`src/rtl/i2c_slave_regs_if.sv`:
```
// i2c_slave_regs_if: I2C pad signals and local register-port signals of i2c_slave_regs.
interface i2c_slave_regs_if #(parameter int AW = 4);
  logic          scl_i;
  logic          sda_i;
  logic          sda_oen_o;
  logic [AW-1:0] loc_addr_i;
  logic [7:0]    loc_rdata_o;
  logic          wr_valid_o;
  logic [AW-1:0] wr_addr_o;
  logic [7:0]    wr_data_o;
  logic          busy_o;
  modport slave (
    input  scl_i, sda_i, loc_addr_i,
    output sda_oen_o, loc_rdata_o, wr_valid_o, wr_addr_o, wr_data_o, busy_o
  );
  modport master (
    output scl_i, sda_i, loc_addr_i,
    input  sda_oen_o, loc_rdata_o, wr_valid_o, wr_addr_o, wr_data_o, busy_o
  );
endinterface

```
`src/rtl/i2c_slave_regs.sv`:
```
// i2c_slave_regs: I2C slave exposing NREGS 8-bit registers with an auto-incrementing pointer.
module i2c_slave_regs #(
  parameter logic [6:0] SLAVE_ADDR = 7'h50,
  parameter int         NREGS      = 16
) (
  input logic clk,
  input logic rst_n,
  i2c_slave_regs_if.slave bus
);
  localparam int AW = $clog2(NREGS);
  typedef enum logic [3:0] {
    IDLE, ADDR, ADDR_ACK, PTR, PTR_ACK, WDATA, WDATA_ACK, RDATA, RDATA_ACK, IGNORE
  } state_t;
  state_t        r_state;
  logic [1:0]    r_scl_s, r_sda_s;
  logic          r_scl_d, r_sda_d, r_rw, r_oen, r_busy, r_wr_valid;
  logic [2:0]    r_cnt;
  logic [6:0]    r_sh;
  logic [7:0]    r_wr_data;
  logic [AW-1:0] r_ptr, r_wr_addr;
  logic [7:0]    r_regs [NREGS];
  logic          w_scl, w_sda, w_rise, w_fall, w_start, w_stop, w_hit;
  logic [7:0]    w_byte, w_next;
  logic [AW-1:0] w_ptr_inc;
  assign w_scl     = r_scl_s[1];
  assign w_sda     = r_sda_s[1];
  assign w_rise    = w_scl & ~r_scl_d;
  assign w_fall    = ~w_scl & r_scl_d;
  assign w_start   = w_scl & r_scl_d & r_sda_d & ~w_sda;
  assign w_stop    = w_scl & r_scl_d & ~r_sda_d & w_sda;
  assign w_byte    = {r_sh, w_sda};
  assign w_hit     = w_byte[7:1] == SLAVE_ADDR;
  assign w_ptr_inc = r_ptr + AW'(1);
  assign w_next    = r_regs[w_ptr_inc];
  assign bus.sda_oen_o   = r_oen;
  assign bus.loc_rdata_o = r_regs[bus.loc_addr_i];
  assign bus.wr_valid_o  = r_wr_valid;
  assign bus.wr_addr_o   = r_wr_addr;
  assign bus.wr_data_o   = r_wr_data;
  assign bus.busy_o      = r_busy;
  always_ff @(posedge clk or negedge rst_n)
    if (!rst_n) begin
      r_scl_s <= 2'b11;
      r_sda_s <= 2'b11;
      r_scl_d <= 1'b1;
      r_sda_d <= 1'b1;
    end else begin
      r_scl_s <= {r_scl_s[0], bus.scl_i};
      r_sda_s <= {r_sda_s[0], bus.sda_i};
      r_scl_d <= r_scl_s[1];
      r_sda_d <= r_sda_s[1];
    end
  // ACK states use r_cnt as a phase: 0 until the fall that starts the ACK bit, then 1 (or 2 once the master ACKed a read)
  always_ff @(posedge clk or negedge rst_n)
    if (!rst_n) begin
      r_state    <= IDLE;
      r_cnt      <= '0;
      r_sh       <= '0;
      r_rw       <= 1'b0;
      r_oen      <= 1'b1;
      r_busy     <= 1'b0;
      r_wr_valid <= 1'b0;
      r_wr_addr  <= '0;
      r_wr_data  <= '0;
      r_ptr      <= '0;
      for (int i = 0; i < NREGS; i++) r_regs[i] <= '0;
    end else begin
      r_wr_valid <= 1'b0;
      if (w_stop) begin
        r_state <= IDLE;
        r_oen   <= 1'b1;
        r_busy  <= 1'b0;
      end else if (w_start) begin
        r_state <= ADDR;
        r_cnt   <= '0;
        r_oen   <= 1'b1;
      end else case (r_state)
        ADDR, PTR, WDATA: if (w_rise) begin
          r_sh  <= w_byte[6:0];
          r_cnt <= r_cnt + 3'd1;
          if (r_cnt == 3'd7 && r_state == ADDR) begin
            r_state <= w_hit ? ADDR_ACK : IGNORE;
            r_busy  <= w_hit;
            r_rw    <= w_byte[0];
          end else if (r_cnt == 3'd7 && r_state == PTR) begin
            r_state <= PTR_ACK;
            r_ptr   <= w_byte[AW-1:0];
          end else if (r_cnt == 3'd7) begin
            r_state        <= WDATA_ACK;
            r_regs[r_ptr]  <= w_byte;
            r_wr_valid     <= 1'b1;
            r_wr_addr      <= r_ptr;
            r_wr_data      <= w_byte;
            r_ptr          <= w_ptr_inc;
          end
        end
        ADDR_ACK, PTR_ACK, WDATA_ACK: if (w_fall && r_cnt == 3'd0) begin
          r_oen <= 1'b0;
          r_cnt <= 3'd1;
        end else if (w_fall) begin
          r_cnt <= '0;
          if (r_state == ADDR_ACK && r_rw) begin
            r_state <= RDATA;
            r_sh    <= r_regs[r_ptr][6:0];
            r_oen   <= r_regs[r_ptr][7];
          end else begin
            r_state <= r_state == ADDR_ACK ? PTR : WDATA;
            r_oen   <= 1'b1;
          end
        end
        RDATA: if (w_rise) begin
          r_cnt <= r_cnt + 3'd1;
          if (r_cnt == 3'd7) r_state <= RDATA_ACK;
        end else if (w_fall) begin
          r_oen <= r_sh[6];
          r_sh  <= {r_sh[5:0], 1'b0};
        end
        RDATA_ACK: if (w_fall && r_cnt == 3'd0) begin
          r_oen <= 1'b1;
          r_cnt <= 3'd1;
        end else if (w_rise && w_sda) begin
          r_state <= IGNORE;
          r_busy  <= 1'b0;
        end else if (w_rise) begin
          r_cnt <= 3'd2;
        end else if (w_fall && r_cnt == 3'd2) begin
          r_state <= RDATA;
          r_cnt   <= '0;
          r_ptr   <= w_ptr_inc;
          r_sh    <= w_next[6:0];
          r_oen   <= w_next[7];
        end
        default: ;
      endcase
    end
endmodule

```
`src/flat_wrapper.sv`:
```
// flat-port wrapper written by rule: the top's interface ports become plain ports
module i2c_slave_regs_flat 
#(
  parameter logic [6:0] SLAVE_ADDR = 7'h50,
  parameter int         NREGS      = 16
)
  (clk, rst_n, bus_scl_i, bus_sda_i, bus_loc_addr_i, bus_sda_oen_o, bus_loc_rdata_o, bus_wr_valid_o, bus_wr_addr_o, bus_wr_data_o, bus_busy_o);
  i2c_slave_regs_if #(.AW(4)) bus_i ();
  input logic clk;
  input logic rst_n;
  input wire logic [$bits(bus_i.scl_i)-1:0] bus_scl_i;
  input wire logic [$bits(bus_i.sda_i)-1:0] bus_sda_i;
  input wire logic [$bits(bus_i.loc_addr_i)-1:0] bus_loc_addr_i;
  output wire logic [$bits(bus_i.sda_oen_o)-1:0] bus_sda_oen_o;
  output wire logic [$bits(bus_i.loc_rdata_o)-1:0] bus_loc_rdata_o;
  output wire logic [$bits(bus_i.wr_valid_o)-1:0] bus_wr_valid_o;
  output wire logic [$bits(bus_i.wr_addr_o)-1:0] bus_wr_addr_o;
  output wire logic [$bits(bus_i.wr_data_o)-1:0] bus_wr_data_o;
  output wire logic [$bits(bus_i.busy_o)-1:0] bus_busy_o;
  assign bus_i.scl_i = bus_scl_i;
  assign bus_i.sda_i = bus_sda_i;
  assign bus_i.loc_addr_i = bus_loc_addr_i;
  assign bus_sda_oen_o = bus_i.sda_oen_o;
  assign bus_loc_rdata_o = bus_i.loc_rdata_o;
  assign bus_wr_valid_o = bus_i.wr_valid_o;
  assign bus_wr_addr_o = bus_i.wr_addr_o;
  assign bus_wr_data_o = bus_i.wr_data_o;
  assign bus_busy_o = bus_i.busy_o;
  i2c_slave_regs #(.SLAVE_ADDR(SLAVE_ADDR), .NREGS(NREGS)) u_core (.clk(clk), .rst_n(rst_n), .bus(bus_i));
endmodule
```
`config.mk`:
```
export PLATFORM = sky130hd
export DESIGN_NAME = i2c_slave_regs_flat
export DESIGN_NICKNAME = d
export VERILOG_FILES = /design/src/rtl/i2c_slave_regs_if.sv /design/src/rtl/i2c_slave_regs.sv /design/src/flat_wrapper.sv
export SDC_FILE = /design/constraint.sdc
export NUM_CORES = 1
export LEC_CHECK = 0
export BUFFER_PORTS_ARGS = -buffer_cell sky130_fd_sc_hd__buf_2
export CORE_MARGIN = 1.5
export CORE_UTILIZATION = 53
export DETAILED_ROUTE_END_ITERATION = 8
export PLACE_DENSITY = 0.7
export SLEW_MARGIN = 15
export SYNTH_ARGS = -nofsm -noshare
export SYNTH_HDL_FRONTEND = slang
export SYNTH_SLANG_ARGS = --single-unit
```
`constraint.sdc`:
```
create_clock -name clk -period 5.77 [get_ports clk]
set_input_delay 0 -clock clk [delete_from_list [all_inputs] [get_ports clk]]
set_output_delay 0 -clock clk [all_outputs]
set_load 0.005 [all_outputs]
```
==> summary.md <==
| Metric | Value |
|---|---|
| Status | `completed` |
| Final wirelength | `~26000 um` |
| Clk buf depth | `2` |
| Die Ht | `approximately 140 um` |
| Yosys reg bits | `~170` |
| # setup viols final | `0` |
| Via density | `approximately 7` |
| RSZ-0062 raised after global routing | `false` |
| MaxCap Viol Count | `0` |
| Post-Synth Simple-Gate Area | `under 10%` |
| Primary FF master, synth | `dfrtp_1` |
| Initial Util | `between 50% and 60%` |
| CP endpoint kind | `flop` |
| Residual DRC | `0` |
| Die area | `0.0199 mm2` |
| Crit-path leading delay family | `compound AO/OA/AOI/OAI gates` |
| Multiplexer share of the synthesized area | `between 40% and 50%` |
| DRT Pass-1 Iters | `5` |
| Total power | `3800 uW` |
| Max-slew headroom | `about 27%` |
| First-pass GRT wire length | `approximately 41000 um` |
| WP data arrival | `roughly 3.6 ns` |
| Setup TNS | `0 ns` |
| Main combinational cell family by area after synthesis | `multiplexers` |
| Post-synthesis xor/xnor area fraction | `0.420%` |
| Post-synth net total | `a little over 700` |
| CTS tree | `done` |
| Core region area | `roughly 0.019 mm2` |
| Worst slew pin tran | `1.09 ns` |
| Clock latency on the worst-skew pair | `0.44 ns` |
| Count of different cell masters after synthesis | `63` |
| Gate Count Post-Synth | `roughly 710` |
| H-tree depth | `4` |
| Clock-pin slew on the worst setup and hold paths | `about 0.060 ns` |
| Req. time, crit path | `between 6 and 7 ns` |
| Cells after DPL | `around 930` |
| Global-route usage over all layers | `between 20 and 30%` |
| Synthesized cell area | `0.0101 mm2` |
| I/O Buffers | `30` |
| Minimum clock period after layout | `between 3 and 4 ns` |
| Layout area overhead | `8.48%` |
| Pleak | `0.00471 uW` |
| Initial antenna violation count | `0` |
| Finished Layout Cells | `960` |
| Max-slew violation count | `0` |
| Routed len/inst | `about 27 um` |
| Crit-path cells | `inv_1, ha_1, buf_4, mux4_2, mux2i_1, a211oi_1, a2111oi_0, a21oi_1` |
| Fin Clk Skew | `about 0.0086 ns` |
| Post-cts resize count | `0` |
| Clock Sinks | `~170` |
| Fin crit share | `about 57%` |
| Worst min path class | `input port to flop` |
| Async SR Flop Fraction | `100%` |
| Via count | `around 6700` |
| CP bufs+invs | `2` |
| Vias in the first global route | `6788` |
| CTS buffer count | `17` |
| Row count | `50` |
| Iter 0 DRT Violations | `656` |
| DP HPWL | `approximately 16000 um` |
| Type of origin of the critical path | `flop` |
| Placer Congestion | `between 0.8 and 0.9` |
| Ports | `31` |
| Width of the die | `between 100 and 150 um` |
| Peak supply drop | `~0.00021 V` |
| Layout cells sized above 1 | `49.2%` |
| Grt ovf | `0` |
| Fmax | `between 300 and 400 MHz` |
| Register area share after synthesis | `a little over two fifths` |
| Critical Path Max Stage Delay | `between 0.5 and 0.6 ns` |
| Slowest stage cell, crit path | `ha_1` |
| Root buf cell | `clkbuf_16` |
| Detail Route Antenna Nets | `0` |
| Power per cell area | `about 350 mW/mm2` |
| Adder-Cell Fraction of Synth Area | `0.989%` |
| Syn avg cell area | `14.3 um2` |
| CP Class | `flop to flop` |
| Count of flip-flops with a built-in enable after synthesis | `0` |
| Final Hold Fails | `0` |
| Largest net degree at the start of global routing | `~110` |
| Fin nets | `around 730` |
| Worst Path Max Fanout | `23` |
| Diodes inserted | `0` |
| Synth Area in Compound Gates | `5.43%` |
| Ys Warns | `0` |
[power breakdown]
part           internal (uW)  switching (uW)  leakage (uW)
Sequential              1250             233       0.00229
Clock                    643             490      0.000284
Combinational            473             716       0.00213
Total                   2360            1440       0.00471
[stage by stage]
step	hold WS [ns]	utilization [%]	setup WS, ns	cell area, um2
3_5_place_dp	0.107	55.4	2.55	10400
5_1_grt	0.217	58.7	2.25	11000
3_3_place_gp	0.106	55.4	2.60	10400
6_report	0.202	58.7	2.47	11000
2_1_floorplan	-0.296	-	2.68	10100
4_1_cts	0.194	58.7	2.53	11000
[cell usage after synthesis, types with 2 or more instances]
master | number | area [um2]
o32a_1 | 5 | 50.1
mux4_2 | 105 | 2360
nor2b_1 | 7 | 43.8
mux2i_1 | 19 | 190
buf_4 | 6 | 45.0
nor4_1 | 2 | 12.5
nand3_1 | 9 | 45.0
xor2_1 | 2 | 17.5
clkbuf_1 | 22 | 82.6
a31oi_1 | 3 | 18.8
o31ai_1 | 2 | 15.0
nand2_4 | 4 | 45.0
and2_1 | 2 | 12.5
buf_1 | 5 | 18.8
a21oi_1 | 18 | 90.1
nor2_4 | 6 | 67.6
dfrtp_1 | 161 | 4030
mux2_2 | 143 | 1610
or3_1 | 2 | 12.5
a211oi_1 | 5 | 37.5
dfstp_2 | 7 | 184
nor3_4 | 4 | 65.1
ha_1 | 8 | 100
o21ai_0 | 20 | 100
o21ai_1 | 2 | 10.0
o211ai_1 | 2 | 15.0
nor2_1 | 17 | 63.8
nand2_1 | 26 | 97.6
a22oi_1 | 12 | 90.1
buf_2 | 23 | 115
nor2_2 | 8 | 50.1
nor3_1 | 7 | 35.0
inv_1 | 7 | 26.3
nor3b_1 | 3 | 22.5
nand2b_1 | 7 | 43.8
[registers in the layout, summed over array words and instances, names as in the netlist]
register               count
u_core.bus.wr_data_o       8
u_core.r_state             4
u_core.r_rw                1
u_core.r_sda_s             2
u_core.r_cnt               3
u_core.r_sh                7
u_core.r_scl_s             2
u_core.r_ptr               4
u_core.bus.wr_addr_o       4
u_core.bus.sda_oen_o       1
u_core.r_scl_d             1
u_core.r_sda_d             1
u_core.r_regs            128
u_core.bus.wr_valid_o      1
u_core.bus.busy_o          1
[cell families (layout without fill, tap and decap cells)]
logic type	count (synthesis)	in the layout
mux	267	267
fa+ha+maj	8	8
simple gates	117	117
compound gates	81	81
buf+inv	64	81
xor+xnor	4	4
flops	168	168
[final timing paths]
check | startpoint | end | slack (ns) | cells after the start
setup reg to reg | u_core.r_ptr[0] | u_core.bus.sda_oen_o | 2.47 | 8
max in group asynchronous | rst_n | u_core.r_regs[0] | 4.11 | 3
hold reg to reg | u_core.r_scl_s[0] | u_core.r_scl_s[1] | 0.36 | 0
hold / removal | bus_scl_i | u_core.r_scl_s[0] | 0.20 | 2
setup / recovery | u_core.r_ptr[0] | u_core.bus.sda_oen_o | 2.47 | 8
min in group asynchronous | rst_n | u_core.r_state[2] | 0.24 | 2
[final cells by class]
| class | count | area (um2) |
|---|---|---|
| flip-flops and latches | 168 | 4220 |
| well taps | 234 | 293 |
| multi-input cells | 477 | 5610 |
| repair buffers | 42 | 254 |
| inverters | 7 | 26.3 |
| fillers | 1466 | 7730 |
| clock buffers | 23 | 488 |
| clock inverters | 9 | 91.3 |
[cell usage in the layout, fill, tap and decap left out, drive strengths merged, types with 8 or more instances in the layout]
master,Yosys,layout
dfrtp,161,161
a21oi,18,18
nand2,31,31
mux4,105,105
nor2,32,32
buf,35,39
mux2,143,143
o21ai,22,22
nor3,11,11
mux2i,19,19
a22oi,12,12
clkbuf,22,23
inv,7,8
ha,8,8
nand3,10,10
[per-layer routing]
layer,vias to the layer above,share of wire (%),track usage (%)
met5,-,0,0
met4,0,2.8,10.4
met3,56,6.8,5.33
met2,292,49,44.1
met1,3561,41,38.9
li1,2775,-,-
[what timing repair did]
item / 4_1_cts / 5_1_grt
hold buffers: 3 / 0
hold endpoints to repair: 107 / 0
setup endpoints to repair: 0 / 0
buffers inserted: 0 / 0
No activity file was read; power rests on OpenSTA's default activity.
